### src/rtl/vga_pkg.sv
// Shared timing defaults, axis phase encodings and total-size helpers for the VGA timing path.
package vga_pkg;

  localparam int unsigned COUNT_W = 12;

  localparam int unsigned DEF_H_VISIBLE = 640;
  localparam int unsigned DEF_H_FRONT   = 16;
  localparam int unsigned DEF_H_SYNC    = 96;
  localparam int unsigned DEF_H_BACK    = 48;
  localparam int unsigned DEF_V_VISIBLE = 480;
  localparam int unsigned DEF_V_FRONT   = 10;
  localparam int unsigned DEF_V_SYNC    = 2;
  localparam int unsigned DEF_V_BACK    = 33;
  localparam logic        DEF_H_SYNC_POL = 1'b0;
  localparam logic        DEF_V_SYNC_POL = 1'b0;
  localparam int unsigned DEF_SYNC_DELAY = 1;

  typedef enum logic [1:0] {
    H_PH_ACTIVE = 2'd0,
    H_PH_FRONT  = 2'd1,
    H_PH_SYNC   = 2'd2,
    H_PH_BACK   = 2'd3
  } h_phase_t;

  typedef enum logic [1:0] {
    V_PH_ACTIVE = 2'd0,
    V_PH_FRONT  = 2'd1,
    V_PH_SYNC   = 2'd2,
    V_PH_BACK   = 2'd3
  } v_phase_t;

  function automatic int unsigned h_total(input int unsigned vis, input int unsigned front,
                                          input int unsigned sync, input int unsigned back);
    return vis + front + sync + back;
  endfunction

  function automatic int unsigned v_total(input int unsigned vis, input int unsigned front,
                                          input int unsigned sync, input int unsigned back);
    return vis + front + sync + back;
  endfunction

endpackage

### src/rtl/vga_axis_counter.sv
// One display axis: position counter plus ACTIVE/FRONT/SYNC/BACK phase FSM and registered sync.
module vga_axis_counter
  import vga_pkg::*;
#(
  parameter int unsigned VISIBLE  = DEF_H_VISIBLE,
  parameter int unsigned FRONT    = DEF_H_FRONT,
  parameter int unsigned SYNC     = DEF_H_SYNC,
  parameter int unsigned BACK     = DEF_H_BACK,
  parameter logic        SYNC_POL = DEF_H_SYNC_POL
) (
  input  logic               clk,
  input  logic               rst_n,
  input  logic               advance,
  output logic [COUNT_W-1:0] count,
  output logic [1:0]         phase,
  output logic               sync,
  output logic               wrap,
  output logic               active_next_c
);

  localparam int unsigned TOTAL = VISIBLE + FRONT + SYNC + BACK;
  localparam logic [COUNT_W-1:0] LAST       = COUNT_W'(TOTAL - 1);
  localparam logic [COUNT_W-1:0] ACTIVE_END = COUNT_W'(VISIBLE - 1);
  localparam logic [COUNT_W-1:0] FRONT_END  = COUNT_W'(VISIBLE + FRONT - 1);
  localparam logic [COUNT_W-1:0] SYNC_END   = COUNT_W'(VISIBLE + FRONT + SYNC - 1);

  localparam logic [1:0] ST_ACTIVE = 2'd0;
  localparam logic [1:0] ST_FRONT  = 2'd1;
  localparam logic [1:0] ST_SYNC   = 2'd2;
  localparam logic [1:0] ST_BACK   = 2'd3;

  logic [COUNT_W-1:0] count_q, count_d;
  logic [1:0]         phase_q, phase_d;
  logic               sync_q, sync_d;

  assign wrap = advance && (count_q == LAST);

  // Phase moves on the advance that leaves the last count of the current phase.
  always_comb begin
    count_d = count_q;
    phase_d = phase_q;
    sync_d  = sync_q;
    if (advance) begin
      count_d = wrap ? '0 : count_q + COUNT_W'(1);
      case (phase_q)
        ST_ACTIVE: if (count_q == ACTIVE_END) phase_d = ST_FRONT;
        ST_FRONT:  if (count_q == FRONT_END)  phase_d = ST_SYNC;
        ST_SYNC:   if (count_q == SYNC_END)   phase_d = ST_BACK;
        default:   if (wrap)                  phase_d = ST_ACTIVE;
      endcase
      sync_d = (phase_d == ST_SYNC) ? SYNC_POL : ~SYNC_POL;
    end
  end

  assign active_next_c = (phase_d == ST_ACTIVE);

  // Reset parks the axis on its last blanking position so the first advance wraps to 0.
  always_ff @(posedge clk or negedge rst_n) begin
    if (!rst_n) begin
      count_q <= LAST;
      phase_q <= ST_BACK;
      sync_q  <= ~SYNC_POL;
    end else begin
      count_q <= count_d;
      phase_q <= phase_d;
      sync_q  <= sync_d;
    end
  end

  assign count = count_q;
  assign phase = phase_q;
  assign sync  = sync_q;

endmodule

### src/rtl/vga_timing_generator.sv
// VGA pixel timing: row/column, display enable, sync pins and line/frame strobes.
// Define VGA_SYNC_ALIGN_EN to delay hsync/vsync by SYNC_DELAY enabled pixels.
module vga_timing_generator
  import vga_pkg::*;
#(
  parameter int unsigned H_VISIBLE  = DEF_H_VISIBLE,
  parameter int unsigned H_FRONT    = DEF_H_FRONT,
  parameter int unsigned H_SYNC     = DEF_H_SYNC,
  parameter int unsigned H_BACK     = DEF_H_BACK,
  parameter int unsigned V_VISIBLE  = DEF_V_VISIBLE,
  parameter int unsigned V_FRONT    = DEF_V_FRONT,
  parameter int unsigned V_SYNC     = DEF_V_SYNC,
  parameter int unsigned V_BACK     = DEF_V_BACK,
  parameter logic        H_SYNC_POL = DEF_H_SYNC_POL,
  parameter logic        V_SYNC_POL = DEF_V_SYNC_POL,
  parameter int unsigned SYNC_DELAY = DEF_SYNC_DELAY
) (
  input  logic               vga_clock,
  input  logic               reset,
  input  logic               pixel_enable,
  output logic [COUNT_W-1:0] column,
  output logic [COUNT_W-1:0] row,
  output logic               display_enable,
  output logic               hsync,
  output logic               vsync,
  output logic               line_start,
  output logic               frame_start
);

  if (SYNC_DELAY < 1 || SYNC_DELAY > 7) begin : g_bad_sync_delay
    $error("SYNC_DELAY must be in 1..7");
  end

  logic [1:0] h_phase_raw, v_phase_raw;
  logic       h_sync, v_sync, h_wrap, v_wrap, h_active_next, v_active_next;
  h_phase_t   h_phase;
  v_phase_t   v_phase;

  vga_axis_counter #(
    .VISIBLE (H_VISIBLE), .FRONT(H_FRONT), .SYNC(H_SYNC), .BACK(H_BACK), .SYNC_POL(H_SYNC_POL)
  ) u_h_axis (
    .clk(vga_clock), .rst_n(reset), .advance(pixel_enable),
    .count(column), .phase(h_phase_raw), .sync(h_sync), .wrap(h_wrap),
    .active_next_c(h_active_next)
  );

  // Vertical axis steps once per completed line.
  vga_axis_counter #(
    .VISIBLE (V_VISIBLE), .FRONT(V_FRONT), .SYNC(V_SYNC), .BACK(V_BACK), .SYNC_POL(V_SYNC_POL)
  ) u_v_axis (
    .clk(vga_clock), .rst_n(reset), .advance(h_wrap),
    .count(row), .phase(v_phase_raw), .sync(v_sync), .wrap(v_wrap),
    .active_next_c(v_active_next)
  );

  assign h_phase = h_phase_t'(h_phase_raw);
  assign v_phase = v_phase_t'(v_phase_raw);

  logic display_enable_q, display_enable_d;
  logic line_start_q, line_start_d;
  logic frame_start_q, frame_start_d;

  always_comb begin
    display_enable_d = display_enable_q;
    line_start_d     = line_start_q;
    frame_start_d    = frame_start_q;
    if (pixel_enable) begin
      display_enable_d = h_active_next && v_active_next;
      line_start_d     = h_wrap;
      frame_start_d    = h_wrap && v_wrap;
    end
  end

  always_ff @(posedge vga_clock or negedge reset) begin
    if (!reset) begin
      display_enable_q <= 1'b0;
      line_start_q     <= 1'b0;
      frame_start_q    <= 1'b0;
    end else begin
      display_enable_q <= display_enable_d;
      line_start_q     <= line_start_d;
      frame_start_q    <= frame_start_d;
    end
  end

  assign display_enable = display_enable_q;
  assign line_start     = line_start_q;
  assign frame_start    = frame_start_q;

`ifdef VGA_SYNC_ALIGN_EN
  // Sync shift register: stage 0 takes the position-aligned sync, the last stage drives the pin.
  logic [SYNC_DELAY-1:0] hsync_pipe_q, hsync_pipe_d;
  logic [SYNC_DELAY-1:0] vsync_pipe_q, vsync_pipe_d;

  always_comb begin
    hsync_pipe_d = hsync_pipe_q;
    vsync_pipe_d = vsync_pipe_q;
    if (pixel_enable) begin
      hsync_pipe_d = SYNC_DELAY'({hsync_pipe_q, h_sync});
      vsync_pipe_d = SYNC_DELAY'({vsync_pipe_q, v_sync});
    end
  end

  always_ff @(posedge vga_clock or negedge reset) begin
    if (!reset) begin
      hsync_pipe_q <= {SYNC_DELAY{~H_SYNC_POL}};
      vsync_pipe_q <= {SYNC_DELAY{~V_SYNC_POL}};
    end else begin
      hsync_pipe_q <= hsync_pipe_d;
      vsync_pipe_q <= vsync_pipe_d;
    end
  end

  assign hsync = hsync_pipe_q[SYNC_DELAY-1];
  assign vsync = vsync_pipe_q[SYNC_DELAY-1];
`else
  assign hsync = h_sync;
  assign vsync = v_sync;
`endif

  de_matches_phase_a: assert property (@(posedge vga_clock) disable iff (!reset)
    display_enable == ((h_phase == H_PH_ACTIVE) && (v_phase == V_PH_ACTIVE)));

endmodule

### config.mk
export PLATFORM = sky130hd
export DESIGN_NAME = vga_timing_generator
export DESIGN_NICKNAME = d
export VERILOG_FILES = /design/src/rtl/vga_pkg.sv /design/src/rtl/vga_axis_counter.sv /design/src/rtl/vga_timing_generator.sv
export SDC_FILE = /design/constraint.sdc
export NUM_CORES = 1
export LEC_CHECK = 0
export CAP_MARGIN = 25
export CORE_ASPECT_RATIO = 1.75
export CORE_MARGIN = 2
export CORE_UTILIZATION = 65
export DETAILED_ROUTE_END_ITERATION = 8
export DONT_BUFFER_PORTS = 1
export GPL_ROUTABILITY_DRIVEN = 0
export GPL_TIMING_DRIVEN = 1
export PLACE_DENSITY = 0.93
export SLEW_MARGIN = 20
export SYNTH_ARGS = -nofsm -noshare
export SYNTH_HDL_FRONTEND = slang
export SYNTH_SLANG_ARGS = --single-unit
export TNS_END_PERCENT = 1
### constraint.sdc
create_clock -name vga_clock -period 5.2 [get_ports vga_clock]
set_input_delay 0.52 -clock vga_clock [delete_from_list [all_inputs] [get_ports vga_clock]]
set_output_delay 0.52 -clock vga_clock [all_outputs]
set_load 0.02 [all_outputs]
==> impl_results.md, run 1 <==
* Main combinational cell family by area after synthesis: simple AND/OR/NAND/NOR gates
* H-tree depth at 2
* Pin count of the biggest net entering global routing at 21
* WL/cell at 20.6 µm
* Via count at 1,449
* Post-synthesis cell type count at 49
* Internal power at 437 µW
* Largest cells by area after synthesis: dfrtp_1 (23%), dfstp_2 (23%), xnor2_1 (4.2%)
* Clk pin slew, worst setup/hold paths at 60 ps
* Placed cells at 198
* 1st-iter DRT viols at 62
* Post-Route Setup TNS at 0 ps
* WS Path Type: flop to flop
* Sequential area share after synthesis at 0.455
* Synth Flop Type: dfrtp_1
* Worst R2R Path Depth at 5
* Post-synthesis adder-cell area fraction at 0.0269
* Fmax at 408 MHz
* Number of max-cap violations at 0
* Max-slew headroom at 0.424
* Crit share post-route at 0.471
* RSZ-0062 raised after global routing: no
* Die H at 74.8 µm
* Asr flop ratio synth at 1.00
* Finished Layout Cells at 207
* DP Area at 1850 µm²
* Portion of netlist area occupied by mux cells at 0.00538
* Slew Limit Fails at 0
* Startpoint types: flop
* Max VDD drop at 0.314 mV
* Max Clock Skew at 5.17 ps
* First-pass GRT wire length at 7070 µm
* Crit-path max FO at 13
* Gate power share at 0.118
* Worst EP arrival at 2640 ps
* Initial antenna violation count at 0
* Sw Ratio at 0.312
* Pwr dens at 326 nW/µm²
* P_sw at 198 µW
* Antenna viol nets, final at 0
* Final setup fails at 0
* DP HPWL at 3050 µm
* Finished Cell Area at 1950 µm²
* Req. time, crit path at 5390 ps
* Seq cells post-synth at 33
* Clk buf depth at 2
* Area share of the largest cell type after synthesis at 0.229
* Total die area at 3320 µm²
* Fin. Hold Viols at 0
* CTS tree: built
* Netlist Area Pre-Place at 1860 µm²
* # IOs at 32
* Post-Route WL at 4260 µm
* Row Count at 25
* Skew-Pair Late Insertion Delay at 290 ps
* Share of layout cells above drive strength 1 at 0.172
* All-layer global routing usage at 0.305
* Fin nets at 186
* Post-Synth XOR/XNOR Area at 0.0659
* Leak pwr at 0.805 nW
* Synth-to-Final Area Change at 4.84%
* Clock Power Share at 0.311
* Residual DRC at 0
* Number of port buffers at 0
* Minimum clock period at 2450 ps
* Syn_area_per_cell at 10.4 µm²
* Worst-margin pin slew at 861 ps
* Post-synth EDFFs at 0
* Seq pwr share at 0.571
* Vias per cell at 7.00
* Diode count at 0
* CTS root buffer: clkbuf_8
* Total CTS buffers at 5
* Starting Density at 0.684
* Grt ovf at 0
* YS warnings at 0
* Cts repair resizes at 0
* TritonRoute pass-1 iters at 4
* Status: finished clean
* Synth Area in Simple Gates at 0.270
* Clk sink count at 33
* Die W at 44.4 µm
* Cell count after synthesis at 179
* Synth Area in Compound Gates at 0.139
* Area leader, netlist: dfrtp_1
* Post-Syn Nets at 186
* Critical path endpoint category: flop
* HP Class: primary input to async pin
* Core box area at 2720 µm²
* Vias in the first global route at 1,560
-- power groups by stage --
stage	combinational, mW	clock [mW]	sequential [mW]
after CTS	0.0748	0.201	0.362
after global placement	0.0669	0	0.364
after floorplan	0.0606	0	0.353
after detailed placement	0.0704	0	0.366
after global routing	0.0821	0.212	0.366
final	0.0748	0.198	0.363
-- per-layer routing --
layer  track usage  vias up  share of wire
li1              -      670              -
met5             0        -              0
met2         0.547       59           0.57
met4         0.192        0          0.033
met3         0.101       11          0.056
met1         0.288      709           0.34
-- stage by stage --
step | util | power [mW] | hold slack, ps | setup WS [ps]
finish | 0.717 | 0.636 | 66.3 | 2750
global route | 0.717 | 0.661 | 49.9 | 2530
CTS | 0.717 | 0.638 | 61.4 | 2750
detailed placement | 0.680 | 0.437 | 225 | 2760
global placement | 0.680 | 0.431 | 225 | 2870
floorplan | - | 0.413 | 224 | 3270
-- cells in the mapped netlist, types with 4 or more instances --
| library cell | number |
|---|---|
| a22o_1 | 7 |
| and3_1 | 6 |
| buf_2 | 5 |
| dfrtp_1 | 17 |
| dfstp_2 | 16 |
| ha_1 | 4 |
| inv_1 | 7 |
| nand2_1 | 9 |
| nand3_1 | 6 |
| nand4_1 | 11 |
| nor2_1 | 9 |
| nor2b_1 | 4 |
| nor3_1 | 6 |
| o21ai_0 | 10 |
| xnor2_1 | 9 |
| xor2_1 | 5 |
-- layout by cell type, fill, tap and decap left out, types with 2 or more instances in the layout --
| cell type | netlist | final |
|---|---|---|
| xnor2_1 | 9 | 9 |
| ha_1 | 4 | 4 |
| nand3_1 | 6 | 6 |
| nand4_1 | 11 | 11 |
| a211oi_1 | 2 | 2 |
| clkbuf_8 | 0 | 6 |
| or3b_2 | 2 | 2 |
| clkbuf_1 | 2 | 2 |
| nand2_1 | 9 | 9 |
| nor2_1 | 9 | 9 |
| o31ai_1 | 2 | 2 |
| nor3b_1 | 2 | 2 |
| xor2_1 | 5 | 5 |
| and4_1 | 3 | 3 |
| a21oi_1 | 3 | 3 |
| nor2b_1 | 4 | 4 |
| a22o_1 | 7 | 7 |
| a21o_1 | 3 | 3 |
| and3b_1 | 2 | 2 |
| or3_1 | 3 | 3 |
| dfrtp_1 | 17 | 17 |
| nor3_1 | 6 | 6 |
| o21ai_0 | 10 | 10 |
| dfstp_2 | 16 | 16 |
| nor4bb_1 | 2 | 2 |
| and3_1 | 6 | 6 |
| inv_1 | 7 | 7 |
-- critical path: stages, from the launching register on --
cell and delay, ps:
dfstp_2 630, ha_1 240, and4_1 270, nand4_1 420, o31a_1 440, a2111oi_2 340
-- sequential cells by signal, indices dropped and copies added, names as in the netlist --
name            count
u_v_axis.phase      2
u_v_axis.count     12
display_enable      1
frame_start         1
u_v_axis.sync       1
u_h_axis.sync       1
line_start          1
u_h_axis.count     12
u_h_axis.phase      2
-- cell families after synthesis --
| logic type | count (synthesis) |
|---|---|
| DFF | 33 |
| muxes | 1 |
| buffers and inverters | 15 |
| xor gates and xnor gates | 14 |
| adders and majority gates | 4 |
| AOI/OAI and AO/OA | 36 |
| and+or+nand+nor | 76 |
-- repair_timing --
action,4_1_cts,5_1_grt
hold endpoints to repair,17,0
hold buffers,1,0
buffers inserted,0,0
-- worst paths after layout --
kind                                        start                 to  slack (ps)
min in group vga_clock               pixel_enable  u_h_axis.count[0]         290
worst min-delay path                        reset  u_v_axis.count[2]          70
worst max register to register  u_h_axis.count[0]     display_enable        2750
worst max-delay path            u_h_axis.count[0]     display_enable        2750
max in group asynchronous                   reset  u_h_axis.count[6]        3880
worst min register to register  u_v_axis.phase[1]  u_v_axis.phase[1]         560
-- area by class of cell --
type	instances	area, µm²
inverter	7	26.3
fill	181	771
tap	27	33.8
sequential	33	846
multi-input combinational	131	945
clock buffer	8	90.1
timing repair buffer	1	10.0
No activity file was read; power rests on OpenSTA's default activity.
==> inputs of run 2 (changes only) <==
CORE_UTILIZATION = 62   (was 65)
PLACE_DENSITY = 0.9   (was 0.93)
clock period = 2.5 ns   (was 5.2 ns; I/O delays follow)
==> run 2 against run 1 <==
Effect of this change: register-to-register slack worse by 2500 ps; design area increased by 2.4%; sequential power rose by 110%; routed wire length up 3.6%; via count rose by 3.5%; first-iteration DRC count shrank 27%; clock power is 120% higher; global-route usage down 1.9 points; combinational power is 120% higher; worst setup slack worse by 2500 ps; critical path type unchanged; critical endpoint unchanged.
==> impl_results.md, run 2 (synthesis gave the netlist of run 1 again) <==
* Minimum clock period at 2210 ps (was 2450 ps)
* Slowest CP cell: dfstp_2 (unchanged)
* All-layer global routing usage at 0.286 (was 0.305)
* CTS root buffer: clkbuf_8 (unchanged)
* Worst path cell trace: ha_1 > and4_1 > and4_1 > buf_4 > a211oi_1 > a2111oi_2 (was ha_1 > and4_1 > nand4_1 > o31a_1 > a2111oi_2)
* Diode count at 0 (unchanged)
* Fin nets at 189 (was 186)
* Die W at 45.4 µm (was 44.4 µm)
* Req. time, crit path at 2680 ps (was 5390 ps)
* Number of max-cap violations at 0 (unchanged)
* RSZ-0062 raised after global routing: no (unchanged)
* Slew Limit Fails at 0 (unchanged)
* Total CTS buffers at 5 (unchanged)
* Met1 Use GR at 0.301 (was 0.288)
* Vias per cell at 7.11 (was 7.00)
* GRT met2 Usage at 0.482 (was 0.547)
* Post-Route WL at 4410 µm (was 4260 µm)
* DP HPWL at 3160 µm (was 3050 µm)
* Die H at 76.5 µm (was 74.8 µm)
* 1st-iter DRT viols at 45 (was 62)
* Row Count at 26 (was 25)
* Via count at 1,500 (was 1,449)
* HP Class: primary input to flop (was primary input to async pin)
* GR peak layer: met2 (unchanged)
* Max-slew headroom at 0.666 (was 0.424)
* Crit-path max FO at 16 (was 13)
* Starting Density at 0.643 (was 0.684)
* Synth-to-Final Area Change at 7.40% (was 4.84%)
* Layout fillers at 223 (was 181)
* Worst EP arrival at 2390 ps (was 2640 ps)
* Number of port buffers at 0 (unchanged)
* Pre-CTS WS at 315 ps (was 2760 ps)
* Fmax at 453 MHz (was 408 MHz)
* Fin. Hold Viols at 0 (unchanged)
* Most common cell after layout, fill and taps aside: dfrtp_1 (unchanged)
* Post-Route Setup TNS at 0 ps (unchanged)
* WS Path Type: flop to flop (unchanged)
* Pin count of the biggest net entering global routing at 34 (was 21)
* Clk sink count at 33 (unchanged)
* Core box area at 2900 µm² (was 2720 µm²)
* Antenna viol nets, final at 0 (unchanged)
* Initial antenna violation count at 0 (unchanged)
* Clk pin slew, worst setup/hold paths at 70 ps (was 60 ps)
* Leak pwr at 0.833 nW (was 0.805 nW)
* Vias in the first global route at 1,584 (was 1,560)
* Max Clock Skew at 4.58 ps (was 5.17 ps)
* Pwr dens at 678 nW/µm² (was 326 nW/µm²)
* WP buf/inv at 1 (was 0)
* H-tree depth at 2 (unchanged)
* Status: finished clean (unchanged)
* CTS tree: built (unchanged)
* Critical Path Max Stage Delay at 630 ps (about the same)
* Max VDD drop at 0.629 mV (was 0.314 mV)
* Crit share post-route at 0.883 (was 0.471)
* Post-CTS Repair Setup Buffers at 0 (unchanged)
* Most frequent cells in the layout: dfrtp_1 (17), dfstp_2 (16), nand4_1 (11) (unchanged)
* Worst-margin pin slew at 501 ps (was 861 ps)
* CP delay by family, top: flip-flops (was compound AO/OA/AOI/OAI gates)
* Residual DRC at 0 (unchanged)
* Final worst slack at 292 ps (was 2750 ps)
* Clk buf depth at 2 (unchanged)
* Startpoint types: flop (unchanged)
* Critical path endpoint category: flop (unchanged)
* Share of layout cells above drive strength 1 at 0.197 (was 0.172)
* Final setup fails at 0 (unchanged)
* Crit path top cell by count: and4_1
* Skew-Pair Late Insertion Delay at 290 ps (about the same)
* Total die area at 3470 µm² (was 3320 µm²)
* Grt ovf at 0 (unchanged)
* # IOs at 32 (unchanged)
* TritonRoute pass-1 iters at 4 (unchanged)
* First-pass GRT wire length at 7390 µm (was 7070 µm)
* WL/cell at 20.9 µm (was 20.6 µm)
* Met3 Use GR at 0.0900 (was 0.101)
[run 2: cell types whose count changed in the layout (fill, tap and decap cells not counted)]
cell      previous run  this run
buf_12               0         1
buf_4                0         2
clkbuf_1             2         0
clkbuf_8             6         7
clkinv_2             0         1
[run 2: final cells by class]
cell class	instances	area (µm²)	area share
multi-input combinational	131	945	0.473
inverter	7	26.3	0.0131
clock inverter	1	5.00	0.00250
timing repair buffer	4	45.0	0.0225
tap	28	35.0	0.0175
clock buffer	7	96.3	0.0482
sequential	33	846	0.423
[run 2: metrics by stage]
stage               instances  total power [mW]  hold slack [ps]  area [µm²]   util
floorplan                 179             0.859            -45.6        1860      -
global placement          201             0.894            -44.8        1870  0.645
detailed placement        201             0.911            -44.9        1870  0.645
CTS                       211              1.36             30.9        2000  0.690
global route              211              1.42             30.2        2000  0.690
finish                    211              1.35             38.0        2000  0.690
[run 2: final timing paths]
path	cells past startpoint	slack, ps	startpoint	end
hold / removal	1	40	pixel_enable	u_h_axis.count[0]
setup / recovery	6	290	u_h_axis.count[0]	display_enable
min in group asynchronous	2	410	reset	u_v_axis.count[1]
max in group asynchronous	2	1840	reset	u_v_axis.count[9]
setup reg to reg	6	290	u_h_axis.count[0]	display_enable
hold reg to reg	2	550	u_v_axis.phase[1]	u_v_axis.phase[1]
[run 2: worst register-to-register path, stage by stage, from the launching register on]
cell	delay, ps
dfstp_2	630
ha_1	240
and4_1	290
and4_1	310
buf_4	240
a211oi_1	110
a2111oi_2	270
[run 2: metal layers]
| layer | vias to the layer above | wire [µm] |
|---|---|---|
| met3 | 9 | 272 |
| met5 | - | 0 |
| met2 | 57 | 2450 |
| met4 | 0 | 106 |
| li1 | 676 | - |
| met1 | 758 | 1580 |
[run 2: power breakdown]
| part | switching [mW] | internal, mW |
|---|---|---|
| combinational | 0.0857 | 0.0804 |
| sequential | 0.146 | 0.607 |
| clock | 0.186 | 0.248 |
| total | 0.418 | 0.936 |
[run 2: timing repair]
item	4_1_cts	5_1_grt
hold endpoints to repair	33	0
hold buffers	2	0
setup endpoints to repair	0	0
resized for setup	0	0
